<file path="src/rtl/hazard_ctrl.sv">
// rtl/hazard_ctrl.sv - forwarding, load-use/branch hazards and data-memory wait sequencing
// Optional stall performance counter enabled by defining HAZARD_STALL_CNT_EN.
module hazard_ctrl #(
  parameter int REG_ADDR_W = 5,
  parameter int MEM_WAIT   = 2,
  parameter int CNT_W      = 16
) (
  input  logic                  CLK,
  input  logic                  RST,
  input  logic [REG_ADDR_W-1:0] Rs1D,
  input  logic [REG_ADDR_W-1:0] Rs2D,
  input  logic [REG_ADDR_W-1:0] Rs1E,
  input  logic [REG_ADDR_W-1:0] Rs2E,
  input  logic [REG_ADDR_W-1:0] RdE,
  input  logic [REG_ADDR_W-1:0] RdM,
  input  logic [REG_ADDR_W-1:0] RdW,
  input  logic                  LoadE,
  input  logic                  RegWriteM,
  input  logic                  RegWriteW,
  input  logic                  PCSrcE,
  input  logic                  MemAccessM,
  output logic [1:0]            ForwardAE,
  output logic [1:0]            ForwardBE,
  output logic                  StallF,
  output logic                  StallD,
  output logic                  StallE,
  output logic                  StallM,
  output logic                  FlushD,
  output logic                  FlushE,
  output logic                  FlushW,
  output logic [CNT_W-1:0]      StallCount
);

  typedef enum logic [1:0] {
    RUN  = 2'd0,
    WAIT = 2'd1,
    DONE = 2'd2
  } state_t;

  localparam logic [3:0] WAIT_LOAD = 4'((MEM_WAIT > 0) ? MEM_WAIT - 1 : 0);
  localparam bit         MEM_SLOW  = (MEM_WAIT > 0);

  state_t     state, state_next;
  logic [3:0] wait_cnt, wait_cnt_next;
  logic       mem_stall;
  logic       load_use;

  always_comb begin
    ForwardAE = 2'b00;
    if (RegWriteM && (RdM != '0) && (RdM == Rs1E))      ForwardAE = 2'b10;
    else if (RegWriteW && (RdW != '0) && (RdW == Rs1E)) ForwardAE = 2'b01;
  end

  always_comb begin
    ForwardBE = 2'b00;
    if (RegWriteM && (RdM != '0) && (RdM == Rs2E))      ForwardBE = 2'b10;
    else if (RegWriteW && (RdW != '0) && (RdW == Rs2E)) ForwardBE = 2'b01;
  end

  assign load_use = LoadE && (RdE != '0) && ((RdE == Rs1D) || (RdE == Rs2D));

  always_ff @(posedge CLK) begin
    if (!RST) begin
      state    <= RUN;
      wait_cnt <= 4'd0;
    end else begin
      state    <= state_next;
      wait_cnt <= wait_cnt_next;
    end
  end

  // Entry cycle counts as the first stall; WAIT covers the remaining MEM_WAIT-1,
  // so WAIT exits once the decrement would reach zero.
  always_comb begin
    state_next    = state;
    wait_cnt_next = wait_cnt;
    mem_stall     = 1'b0;
    case (state)
      RUN: begin
        if (MemAccessM && MEM_SLOW) begin
          mem_stall     = 1'b1;
          wait_cnt_next = WAIT_LOAD;
          state_next    = (WAIT_LOAD == 4'd0) ? DONE : WAIT;
        end
      end
      WAIT: begin
        mem_stall     = 1'b1;
        wait_cnt_next = wait_cnt - 4'd1;
        if (wait_cnt <= 4'd1) state_next = DONE;
      end
      DONE: begin
        state_next = RUN;
      end
      default: begin
        state_next    = RUN;
        wait_cnt_next = 4'd0;
      end
    endcase
  end

  always_comb begin
    StallF = 1'b0;
    StallD = 1'b0;
    StallE = 1'b0;
    StallM = 1'b0;
    FlushD = 1'b0;
    FlushE = 1'b0;
    FlushW = 1'b0;
    if (mem_stall) begin
      StallF = 1'b1;
      StallD = 1'b1;
      StallE = 1'b1;
      StallM = 1'b1;
      FlushW = 1'b1;
    end else begin
      StallF = load_use;
      StallD = load_use && !PCSrcE;
      FlushE = load_use || PCSrcE;
      FlushD = PCSrcE;
    end
  end

`ifdef HAZARD_STALL_CNT_EN
  logic [CNT_W-1:0] stall_cnt;

  always_ff @(posedge CLK) begin
    if (!RST)                             stall_cnt <= '0;
    else if (StallF && (stall_cnt != '1)) stall_cnt <= stall_cnt + 1'b1;
  end

  assign StallCount = stall_cnt;
`else
  assign StallCount = '0;
`endif

endmodule

</file>
<file path="config.mk">
export PLATFORM = sky130hd
export DESIGN_NAME = hazard_ctrl
export DESIGN_NICKNAME = d
export VERILOG_FILES = /design/src/rtl/hazard_ctrl.sv
export SDC_FILE = /design/constraint.sdc
export NUM_CORES = 1
export LEC_CHECK = 0
export ABC_CLOCK_PERIOD_IN_PS = 3000
export BUFFER_PORTS_ARGS = -buffer_cell sky130_fd_sc_hd__buf_4
export CORE_ASPECT_RATIO = 1.4
export CORE_MARGIN = 1.5
export CORE_UTILIZATION = 42
export CTS_BUF_LIST = sky130_fd_sc_hd__clkbuf_16
export DETAILED_ROUTE_END_ITERATION = 10
export PLACE_DENSITY = 0.92
export SLEW_MARGIN = 40
export SYNTH_ARGS = -nofsm -noshare
export SYNTH_HDL_FRONTEND = slang
export SYNTH_SLANG_ARGS = --single-unit
</file>
<file path="constraint.sdc">
create_clock -name CLK -period 3 [get_ports CLK]
set_input_delay 0.45 -clock CLK [delete_from_list [all_inputs] [get_ports CLK]]
set_output_delay 0.45 -clock CLK [all_outputs]
set_load 0.05 [all_outputs]
</file>
### Word level (Yosys, flattened, before mapping)

Cells that the tools add are included.

| storage, ports and cells | value |
|---|---|
| register bits after elaboration | 6 |
| bits of input ports | 42 |
| output and inout bits | 27 |
| word-level logic and storage cells | 49 |

| cells by class | value |
|---|---|
| add/subtract/negate cells | 1 |
| mux-type cells | 16 |
| bitwise logic cells | 1 |
| equality and inequality tests | 10 |
| reduce and logical (&&, ||, !) cells | 18 |
| order comparisons | 1 |

Operators with widths:

| operator | number |
|---|---|
| $eq 5x5->1 | 6 |
| $reduce_bool 5->1 | 3 |
| $pmux 4 s3 | 1 |
| $logic_and 1x1->1 | 9 |
| $mux 1 | 8 |
| $mux 2 | 4 |
| $le 4x1->1 const B | 1 |
| $mux 4 | 1 |
| $ne 2x2->1 const B | 2 |
| $pmux 2 s2 | 1 |
| $reduce_and 2->1 | 2 |
| $sub 4x1->4 const B | 1 |
| $eq 2x1->1 const B | 1 |
| $eq 2x2->1 const B | 1 |
| $logic_not 2->1 | 1 |
| $logic_or 1x1->1 | 2 |
| $pmux 1 s2 | 1 |
| $logic_not 1->1 | 1 |
| $not 1->1 | 1 |

### Longest topological paths before layout

Gate-level depths: netlist (run 1).

| logic depth | value |
|---|---|
| word-level depth | 5 |
| mapped depth | 5 |
| gate-level depth less buffers | 5 |

### Worst setup path before layout (run 1)

No wires, ideal clock.

| timing path | value |
|---|---|
| kind | input-to-output |
| from | input port RdM[0] |
| to | output port ForwardAE[0] |
| stages | 4 |
| arrival | 2.815 ns |
| buffers on the path | 0 |
| data required time | 2.550 ns |
| setup slack | -0.265 ns |
| path through | xnor2_1 -> nand3_1 -> nor4_1 -> nor4_2 |

| on the way | value |
|---|---|
| longest elaborated chain between the ends | 4 |
| elaborated cells between the ends (all ways) | 5 |
| classes of those cells | eq/ne (1); mux (1); reduce/logical (3) |

RTL lines:

| what | RTL line | RTL |
|---|---|---|
| from (decl) | 15 | `input logic [REG_ADDR_W-1:0] RdM,` |
| $reduce_bool 5->1 | 50 | `if (RegWriteM && (RdM != '0) && (RdM == Rs1E)) ForwardAE = 2'b10;` |
| $logic_and 1x1->1 | 50 |  |
| $logic_and 1x1->1 (*) | 50 |  |
| $mux 2 (*) | 50 |  |
| to (decl) | 22 | `output logic [1:0] ForwardAE,` |

Mark *: on every way between the ends. The rest lies on a longest branch, timed or not.

### Final worst setup path (run 1)

| timing path | value |
|---|---|
| from | input port RdM[1] |
| to | output port ForwardAE[0] |

Same word-level chain as after synthesis.

==> results.json, run 1 <==
{
  "status": "complete, no violations",
  "dp_hpwl_mm": 1.84,
  "area_growth_pct": 48.8,
  "syn_area_um2": 846,
  "mostFrequentLayoutCells": "buf_4, xor2_1, conb_1",
  "yosysSeqAreaShare": 0.142,
  "drv_cap": 0,
  "crit_type": "in -> out",
  "die_w_um": 40.9,
  "die_y_um": 56.1,
  "fin_ws_ps": 629,
  "cts_buffers": 3,
  "clkPwrFrac": 0.366,
  "stdcell_count": 178,
  "max_stage_delay_ps": 520,
  "p_leak_nw": 0.620,
  "ioPinCount": 69,
  "slew_violations": 0,
  "max_freq_ghz": 0.422,
  "period_share": 0.790,
  "cts_hold_repair.buffers": 0,
  "cts_buffer_depth": 2,
  "end_kind": "output pin",
  "gp_congestion": 0.764,
  "finalHoldViolCount": 0,
  "viasPerCell": 4.78,
  "crit_buf_inv": 2,
  "ys_ff_latch": 6,
  "p_per_area_nw_per_um2": 463,
  "final_common_cell": "buf_4",
  "path_clk_slew_ps": 30,
  "cts_setup_buffers": 0,
  "placed_area_um2": 1180,
  "cts_resized": 0,
  "rsz0062_at_grt": "false",
  "root_buffer": "clkbuf_16",
  "overflow": 0,
  "netSwitchingPower_mw": 0.222,
  "fin_skew_ps": 0.254,
  "routedWlPerCell_um": 11.8,
  "drtIter0Drc": 17,
  "drc": 0,
  "port-buffer-count": 52,
  "critPathMaxFanout": 3,
  "arrival_ps": 1920,
  "ys_types": 25,
  "required_ps": 2550,
  "vdd.ir_drop.worst_v": 0.000281,
  "vias": 850,
  "ys_warn_count": 0,
  "cp_top_family": "simple AND/OR/NAND/NOR gates",
  "initial_core_util": 0.439,
  "antenna_found_initial": 0,
  "start_kind": "input port",
  "critPathSlowestCell": "or4_4",
  "synth_cells": 105,
  "layout_min_cycle_time_ps": 2370,
  "dieArea_um2": 2300,
  "final_area_um2": 1260,
  "grtUsageTotal": 0.193,
  "crit_chain": "buf_4 -> or4_4 -> o21ai_2 -> nor4_1 -> nor4_2 -> buf_4",
  "syn_area_per_cell_um2": 8.06,
  "grt_max_degree": 7,
  "cts_tree": "done",
  "hold_class": "in -> reg",
  "rows": 19,
  "clkLatencyLatePin_ps": 230,
  "core_um2": 1930,
  "ant_nets": 0,
  "seqPwrFrac": 0.169,
  "antenna_cells": 0,
  "drive_gt1_frac": 0.376,
  "p_sw_frac": 0.382,
  "htree_levels": 1,
  "grt_pass1_vias": 811,
  "place_ws_ps": 625,
  "routed_wl_mm": 2.11,
  "post-place-cells": 175,
  "cpMostUsedCell": "buf_4",
  "fin_nets": 203,
  "drt_pass1_iterations": 4,
  "cts.sink_count": 6,
  "grt_pass1_wl_mm": 3.13,
  "setup_viol": 0,
  "internal-power_mw": 0.360,
  "power_frac_comb": 0.465
}
-- kinds of logic (layout without fill, tap and decap cells) --
group                      Yosys count  in the layout  share of synthesized area
other                                1             16                    0.00443
adders and majority gates            2              2                     0.0296
DFF                                  6              6                      0.142
buffers and inverters               24             61                      0.186
AOI/OAI and AO/OA                   13             13                     0.0991
and+or+nand+nor                     26             26                      0.195
xor gates and xnor gates            32             32                      0.331
muxes                                1              1                     0.0118
-- stage by stage --
stage,hold WS [ps],TNS [ps],power (mW),utilization
3_5_place_dp,477,0,0.370,0.615
4_1_cts,477,0,0.587,0.654
3_3_place_gp,466,0,0.361,0.615
2_1_floorplan,450,-529,0.297,-
6_report,478,0,0.582,0.654
5_1_grt,476,0,0.614,0.654
-- routing by layer --
layer	track usage	vias up	share of wire
met5	0	-	0
met4	0.0714	0	0.0047
met3	0.0600	2	0.12
met2	0.353	52	0.53
met1	0.176	370	0.34
li1	-	426	-
-- path summary, 6_finish.rpt --
| kind | startpoint | end | slack [ps] | depth (start not counted) |
|---|---|---|---|---|
| max reg2reg | state[0] | state[0] | 1810 | 4 |
| max | RdM[1] | ForwardAE[0] | 630 | 6 |
| min | RST | wait_cnt[0] | 480 | 2 |
| min reg2reg | state[0] | state[0] | 480 | 1 |
-- Yosys cell counts (all sizes together) --
cell type | number | area, um^2
nor3 | 4 | 20.0
nand3 | 2 | 10.0
mux2i | 1 | 10.0
and3 | 1 | 6.26
and2 | 1 | 6.26
o31ai | 2 | 15.0
xnor2 | 6 | 52.6
or4 | 5 | 41.3
nor2 | 3 | 11.3
a22oi | 4 | 30.0
ha | 2 | 25.0
nor4 | 4 | 37.5
dfxtp | 6 | 120
conb | 1 | 3.75
inv | 6 | 22.5
nor2b | 4 | 25.0
buf | 18 | 135
nand2 | 2 | 7.51
a21oi | 2 | 10.0
o21ai | 5 | 28.8
xor2 | 26 | 228
-- flip-flops by register name (all words and copies together) (netlist names) --
register and count:
state 2, wait_cnt 4
-- power by group through the flow --
stage                     Combinational, mW  Clock (mW)  Sequential, mW
after global routing                  0.291       0.223           0.100
after detailed placement              0.271           0          0.0994
after CTS                             0.272       0.217          0.0985
after global placement                0.263           0          0.0987
after floorplan                       0.200           0          0.0976
final                                 0.271       0.213          0.0986
-- layout make-up --
class,count,area [um^2]
well taps,21,26.3
fillers,155,667
multi-input cells,90,624
flip-flops and latches,6,120
inverters,6,22.5
clock buffers,3,75.1
repair buffers,52,390
-- worst register-to-register path, cell delays in order (launching register included) --
cell and delay (ps):
dfxtp_1 320, o21ai_0 410, inv_1 190, nand2_1 110
a21oi_1 40
Note: power is estimated with default switching activity, not from simulation.
==> run 2, diff against run 1 <==
--- a/config.mk
+++ b/config.mk
@@ -5,14 +5,14 @@
 export SDC_FILE = /design/constraint.sdc
 export NUM_CORES = 1
 export LEC_CHECK = 0
-export ABC_CLOCK_PERIOD_IN_PS = 3000
+export ABC_CLOCK_PERIOD_IN_PS = 2200
 export BUFFER_PORTS_ARGS = -buffer_cell sky130_fd_sc_hd__buf_4
 export CORE_ASPECT_RATIO = 1.4
 export CORE_MARGIN = 1.5
-export CORE_UTILIZATION = 42
+export CORE_UTILIZATION = 39
 export CTS_BUF_LIST = sky130_fd_sc_hd__clkbuf_16
 export DETAILED_ROUTE_END_ITERATION = 10
-export PLACE_DENSITY = 0.92
+export PLACE_DENSITY = 0.86
 export SLEW_MARGIN = 40
 export SYNTH_ARGS = -nofsm -noshare
 export SYNTH_HDL_FRONTEND = slang
==> constraint.sdc (replaced) <==
create_clock -name CLK -period 2.2 [get_ports CLK]
set_input_delay 0.33 -clock CLK [delete_from_list [all_inputs] [get_ports CLK]]
set_output_delay 0.33 -clock CLK [all_outputs]
set_load 0.05 [all_outputs]
==> run 2 against run 1 <==
Against the previous run:
- final cell count grew 1.7%
- clock power increased by 38%
- setup slack lost 500 ps
- combinational power is 47% higher
- sequential share of layout area is 0.57 points lower
- sequential power up 37%
- via count is 5.8% higher
- largest power group unchanged
- non-clock buffer count increased by 3
==> results.json, run 2 (synthesis results as in run 1) <==
{
  "max_stage_delay_ps": 530,
  "hold_class": "in -> reg",
  "root_buffer": "clkbuf_16",
  "dieArea_um2": 2460,
  "p_per_area_nw_per_um2": 617,
  "start_kind": "input port",
  "viasPerCell": 4.97,
  "cts.sink_count": 6,
  "post-place-cells": 178,
  "gp_congestion": 0.929,
  "core_um2": 2000,
  "min_to": "wait_cnt[3]",
  "grt_pass1_wl_mm": 3.60,
  "holdPathStages": 2,
  "ant_nets": 0,
  "vias": 899,
  "cts_hold_repair.buffers": 0,
  "fin_ws_ps": 131,
  "critPathMaxFanout": 3,
  "end_kind": "output pin",
  "stdcell_count": 181,
  "timing.rr.end": "wait_cnt[2]",
  "cts_buffer_depth": 2,
  "max_freq_ghz": 0.483,
  "rsz0062_at_grt": "false",
  "placed_area_um2": 1260,
  "htree_levels": 1,
  "overflow": 0,
  "ioPinCount": 69,
  "layout_min_cycle_time_ps": 2070,
  "top_regs": "wait_cnt: 4 flops, state: 2 flops",
  "rr_startpoint": "wait_cnt[0]",
  "grt_max_degree": 7,
  "critPathLaunch": "RdM[1]",
  "drc": 0,
  "initial_core_util": 0.424,
  "antenna_found_initial": 0,
  "r2r_slack_ps": 1010,
  "r2r_cells": 5,
  "grt_pass1_vias": 868,
  "final_area_um2": 1340,
  "die_w_um": 42.4,
  "cts_setup_buffers": 0,
  "drive_gt1_frac": 0.413,
  "regMostFlops": "wait_cnt",
  "drtIter0Drc": 9,
  "clkLatencyLatePin_ps": 230,
  "vdd.ir_drop.worst_v": 0.000570,
  "rows": 19,
  "hold_path_startpoint": "RST",
  "fin_nets": 206,
  "cpMostUsedCell": "buf_4",
  "place_ws_ps": 117,
  "crit_type": "in -> out",
  "arrival_ps": 1740,
  "drv_cap": 0,
  "setup_viol": 0,
  "p_leak_nw": 0.641,
  "cts_buffers": 3,
  "routed_wl_mm": 2.34,
  "period_share": 0.940,
  "finalHoldViolCount": 0,
  "status": "complete, no violations",
  "grtUsageTotal": 0.191,
  "slew_violations": 0,
  "p_total_mw": 0.826,
  "dp_hpwl_mm": 1.97,
  "area_growth_pct": 58.3,
  "drt_pass1_iterations": 4,
  "cts_tree": "done",
  "fin_skew_ps": 2.82,
  "port-buffer-count": 52,
  "largest_reg_flops": 4,
  "required_ps": 1870,
  "critPathSlowestCell": "or4_4",
  "mostFrequentLayoutCells": "buf_4, xor2_1, conb_1",
  "path_clk_slew_ps": 30,
  "antenna_cells": 0,
  "routedWlPerCell_um": 12.9,
  "crit_chain": "buf_4 -> or4_4 -> o21ai_2 -> nor4_2 -> nor4_4 -> buf_4",
  "cts_resized": 0,
  "final_common_cell": "buf_4",
  "die_y_um": 58.1
}
[run 2: cell count changes in the layout (fill, tap and decap cells not counted)]
| cell | before | now |
|---|---|---|
| nor4_4 | 0 | 3 |
| nor4_2 | 2 | 1 |
| o31ai_4 | 0 | 1 |
| o31ai_1 | 2 | 0 |
| o31ai_2 | 0 | 1 |
| o21ai_0 | 3 | 2 |
| o21ai_1 | 1 | 2 |
| buf_4 | 52 | 55 |
| nor4_1 | 2 | 0 |
[run 2: cell type report]
class | instances | area [um^2]
repair buffers | 55 | 413
well taps | 21 | 26.3
inverters | 6 | 22.5
clock buffers | 3 | 75.1
multi-input cells | 90 | 682
fillers | 166 | 658
flip-flops and latches | 6 | 120
[run 2: how the worst max path moves through the flow]
stage / endpoint / depth (start not counted)
2_1_floorplan: ForwardAE[0] / 4
3_3_place_gp: ForwardAE[0] / 6
3_5_place_dp: ForwardAE[0] / 6
4_1_cts: ForwardAE[0] / 6
5_1_grt: ForwardBE[0] / 7
6_report: ForwardAE[0] / 6
[run 2: critical path, delay by kind of cell]
family / cells / cell delay (ps)
compound gates: 1 / 170
simple gates: 3 / 880
buf+inv: 2 / 350
[run 2: per-layer routing]
| layer | GRT usage | share of wire |
|---|---|---|
| met5 | 0 | 0 |
| met4 | 0.0670 | 0.0043 |
| met3 | 0.0405 | 0.11 |
| met2 | 0.407 | 0.59 |
| met1 | 0.167 | 0.29 |
[run 2: power by group]
part | switching (mW) | total (mW) | internal, mW | leakage (nW)
clock | 0.0598 | 0.293 | 0.233 | 0.0370
sequential | 0.0120 | 0.135 | 0.123 | 0.0494
combinational | 0.252 | 0.398 | 0.146 | 0.555
total | 0.324 | 0.826 | 0.502 | 0.641
[run 2: through the flow]
stage / TNS [ps] / util / hold WS [ps]
after floorplan: -66.6 / - / 446
after global placement: 0 / 0.633 / 482
after detailed placement: 0 / 0.633 / 484
after CTS: 0 / 0.670 / 366
after global routing: 0 / 0.670 / 375
final: 0 / 0.670 / 363
